<file path="config.mk">
export PLATFORM = sky130hd
export DESIGN_NAME = jump_ctrl
export DESIGN_NICKNAME = d
export VERILOG_FILES = /design/src/rtl/jump_ctrl.sv
export SDC_FILE = /design/constraint.sdc
export NUM_CORES = 1
export LEC_CHECK = 0
export BUFFER_PORTS_ARGS = -buffer_cell sky130_fd_sc_hd__buf_2
export CORE_ASPECT_RATIO = 1.2
export CORE_MARGIN = 4
export CORE_UTILIZATION = 45
export DETAILED_ROUTE_END_ITERATION = 16
export PLACE_DENSITY = 0.88
export SYNTH_ARGS = -nofsm -noshare
export SYNTH_HDL_FRONTEND = slang
export SYNTH_SLANG_ARGS = --single-unit
</file>
<file path="constraint.sdc">
create_clock -name clk_i -period 2.79 [get_ports clk_i]
set_input_delay 0.279 -clock clk_i [delete_from_list [all_inputs] [get_ports clk_i]]
set_output_delay 0.279 -clock clk_i [all_outputs]
set_load 0.02 [all_outputs]
</file>
<file path="src/rtl/jump_ctrl.sv">
// Redirect controller: arbitrates interrupt vs. EXE jump redirects, offers the
// winning PC to fetch over valid/ready, then sequences the wrong-path flush.
module jump_ctrl #(
  parameter int unsigned ADDR_WIDTH   = 32,
  parameter int unsigned FLUSH_CYCLES = 2
) (
  input  logic                  clk_i,
  input  logic                  rst_i,
  input  logic                  jump_enable_i,
  input  logic [ADDR_WIDTH-1:0] jump_addr_i,
  input  logic                  int_req_i,
  input  logic [ADDR_WIDTH-1:0] int_addr_i,
  output logic                  int_ack_o,
  input  logic                  stall_mem_i,
  output logic                  redirect_valid_o,
  output logic [ADDR_WIDTH-1:0] redirect_addr_o,
  output logic                  redirect_src_o,
  input  logic                  redirect_ready_i,
  output logic                  flush_o,
  output logic [2:0]            hold_o,
  output logic                  misalign_o
);

  typedef enum logic [1:0] {
    IDLE  = 2'd0,
    REQ   = 2'd1,
    FLUSH = 2'd2
  } state_t;

  localparam logic [3:0] CNT_LOAD = 4'(FLUSH_CYCLES - 1);

  state_t                state, state_next;
  logic [3:0]            cnt, cnt_next;
  logic [ADDR_WIDTH-1:0] addr, addr_next;
  logic                  src, src_next;
  logic                  ack, ack_next;
  logic                  misalign, misalign_next;

  always_ff @(posedge clk_i or posedge rst_i) begin
    if (rst_i) begin
      state    <= IDLE;
      cnt      <= '0;
      addr     <= '0;
      src      <= 1'b0;
      ack      <= 1'b0;
      misalign <= 1'b0;
    end else begin
      state    <= state_next;
      cnt      <= cnt_next;
      addr     <= addr_next;
      src      <= src_next;
      ack      <= ack_next;
      misalign <= misalign_next;
    end
  end

  always_comb begin
    state_next    = state;
    cnt_next      = cnt;
    addr_next     = addr;
    src_next      = src;
    ack_next      = 1'b0;
    misalign_next = 1'b0;
    unique case (state)
      IDLE: begin
        // Requests only arbitrate while the pipeline is moving; sources hold during stalls.
        if (!stall_mem_i) begin
          if (int_req_i) begin
            addr_next  = {int_addr_i[ADDR_WIDTH-1:1], 1'b0};
            src_next   = 1'b1;
            ack_next   = 1'b1;
            state_next = REQ;
          end else if (jump_enable_i) begin
            if (!jump_addr_i[1]) begin
              addr_next  = {jump_addr_i[ADDR_WIDTH-1:1], 1'b0};
              src_next   = 1'b0;
              state_next = REQ;
            end else begin
              misalign_next = 1'b1;
            end
          end
        end
      end
      REQ: begin
        if (redirect_ready_i) begin
          cnt_next   = CNT_LOAD;
          state_next = FLUSH;
        end
      end
      FLUSH: begin
        if (cnt == 4'd0) state_next = IDLE;
        else             cnt_next   = cnt - 4'd1;
      end
      default: state_next = IDLE;
    endcase
  end

  always_comb begin
    redirect_valid_o = (state == REQ);
    flush_o          = (state != IDLE);
    redirect_addr_o  = {addr[ADDR_WIDTH-1:1], 1'b0};
    redirect_src_o   = src;
    int_ack_o        = ack;
    misalign_o       = misalign;
    hold_o           = 3'b000;
    // IDLE hold follows the stall directly; reset forces it low regardless.
    if (!rst_i) begin
      unique case (state)
        IDLE:    hold_o = {3{stall_mem_i}};
        REQ:     hold_o = 3'b100;
        default: hold_o = 3'b000;
      endcase
    end
  end

endmodule

</file>
==> flow_summary.yaml <==
logic_synthesis:
  syn_inst: 145
  synth_area_leaders: "dfrtp_1 49%, mux2_2 33%, buf_6 3.3%, ha_1 1.2%, a21o_1 1.1%"
  yosysSeqAreaShare_pct: 49.3
  synth_seq_cells: 40
  yosysWarnings: 0
  synth_flop_cell: "dfrtp_1"
  synth.avg_cell_area_um2: 14.0
  synthDistinctLibCells: 30
  synth_edf_count: 0
  synth_top_area_share_pct: 49.3
  synth_largest_area_cell: "dfrtp_1"
  async_flop_share_pct: 100
  syn_area_um2: 2030
  synth_nets: 217
critical_path:
  path_max_fanout: 30
  crit_required_ns: 2.95
  startpoint_type: "flop"
  reg2reg_to: "addr[12]"
  startpoint: "state[1]"
  crit_arrival_ns: 2.03
  reg2regPathDepth: 3
  critical_path_class: "reg -> reg"
  endpoint_kind: "flop"
  r2r_slack_ns: 0.92
  r2r_start: "state[1]"
status:
  status: "finished clean"
sta:
  fin_skew_ns: 0.00353
  maxSlewHeadroom_pct: 52.9
  tightestPinTransition_ns: 0.706
  finalCritPeriodShare_pct: 67.1
  setup_violations: 0
  fin_hold_ws_ns: 0.135
  rsz0062_at_grt: "false"
  setup_tns_ns: 0
  hold_violations: 0
  period_needed_ns: 1.87
  finalMaxSlewViolations: 0
  max_freq_mhz: 535
clock_tree:
  clock_path_buffers: 2
  clk_pin_slew_ns: 0.07
  cts_max_level: 2
  cts_tree: "done"
  clk_latency_ns: 0.28
  postCtsHoldBufs: 0
  cts_setup_buffers: 0
  cts.repair.resized: 0
  ctsRootBufferMaster: "clkbuf_8"
  clock_sinks: 40
  cts_buffers: 5
drt:
  num_vias: 1502
  wl_per_cell_um: 14.7
  ant_nets: 0
  dr.pass1.iters: 4
  vias_per_cell: 4.88
  drt-total-wl_um: 4520
  drc_errors: 0
  first_iter_violations: 50
pwr:
  vdd_drop_max_v: 0.000602
  powerDensity_nw_per_um2: 1020
  finalPower_mw: 2.73
  leakagePower_nw: 1.34
die:
  ioPinCount: 110
  coreArea_um2: 4290
  die_h_um: 81.6
  die_w_um: 69.3
  row_count: 26
  start_util_pct: 47.3
  die_area_um2: 5650
job:
  cap_viol_max_count: 0
global_route:
  grt_max_degree: 41
  met3_usage_pct: 5.51
  grt_usage_pct: 15.4
  use_met1_pct: 16.8
  antenna_found_initial: 0
  use_met2_pct: 28.0
  busiest_layer: "met2"
  grt_overflow_total: 0
  grt_first_pass_wirelength_um: 6910
  grt_pass1_vias: 1476
finish:
  num_antenna_cells: 0
  area_growth_syn_to_layout_pct: 31.3
  drive_gt1_share_pct: 72.6
  final_nets: 323
  post-route-cell-area_um2: 2670
place:
  hpwlAfterDp_um: 3640
  dpl_cell_area_um2: 2560
  gp_congestion: 0.800
  io_buffer_count: 106
worst_hold_path:
  min_path_type: "in -> async"
-- cell usage in the layout (no fill, tap or decap), drive strengths merged --
master   count
clkbuf       6
buf        108
bufinv       1
o31ai        1
nor2         1
and4b        1
nor2b        1
a2bb2oi      1
o32ai        1
a21oi        1
clkinv       1
dfrtp       40
nand2b       4
nor3         3
and2         1
or2          1
a22o         1
nor3b        2
o21ai        2
ha           2
a21o         3
inv          5
conb         1
or4          1
mux2        60
a211oi       2
o21a         1
-- sequential cells by signal, summed over array words and instances, names as in the netlist --
| register | count |
|---|---|
| state | 2 |
| redirect_src_o | 1 |
| addr | 31 |
| cnt | 4 |
| misalign_o | 1 |
| int_ack_o | 1 |
-- logic make-up (layout without fill, tap and decap cells) --
group / Yosys count / count (layout) / share of synthesized area (%)
AOI/OAI and AO/OA: 13 / 13 / 5.24
buffers and inverters: 14 / 121 / 5.24
adders and majority gates: 2 / 2 / 1.23
muxes: 60 / 60 / 33.3
other: 1 / 1 / 0.185
DFF: 40 / 40 / 49.3
and+or+nand+nor: 15 / 15 / 5.49
-- area by class of cell --
type                            count  area [um^2]
Clock inverter                      2         35.0
Sequential cell                    40         1000
Inverter                            5         18.8
Clock buffer                        6         72.6
Fill cell                         352         1630
Multi-Input combinational cell     91          922
Timing Repair Buffer              108          546
Tap cell                           56         70.1
-- synthesized netlist by cell type (2+ instances only) --
cell type / n
a21o_1: 3
buf_4: 2
buf_6: 6
dfrtp_1: 40
ha_1: 2
inv_1: 5
mux2_2: 60
nand2b_1: 3
nor3_1: 2
o21ai_0: 2
-- layer usage --
layer | wire length (um) | part of all wire, %
met5 | 0 | 0
met4 | 79 | 1.7
met3 | 394 | 8.7
met2 | 2360 | 52
met1 | 1690 | 37
-- report_power, final --
part | internal, mW | switching [mW] | leakage, nW
clock network | 0.265 | 0.177 | 0.0552
registers | 0.860 | 0.154 | 0.481
logic | 0.560 | 0.710 | 0.802
-- worst max-delay path, cell delays in order, from the launching register on --
cell and delay [ns]:
dfrtp_1 0.43, nor3_2 0.25, o21a_2 0.64, mux2_2 0.42
-- worst max path at each step --
stage,end,slack [ns],depth (start not counted)
floorplan,hold_o[1],0.86,3
global placement,addr[18],0.94,3
detailed placement,addr[3],0.92,3
CTS,addr[3],0.91,3
global route,addr[19],0.83,3
finish,addr[12],0.92,3
-- stage by stage --
step	worst slack, ns	util (%)	instances
4_1_cts	0.906	62.1	308
3_5_place_dp	0.919	59.6	300
3_3_place_gp	0.942	59.6	300
2_1_floorplan	0.858	-	145
6_report	0.919	62.1	308
5_1_grt	0.826	62.1	308
Note: power is estimated with default switching activity, not from simulation.
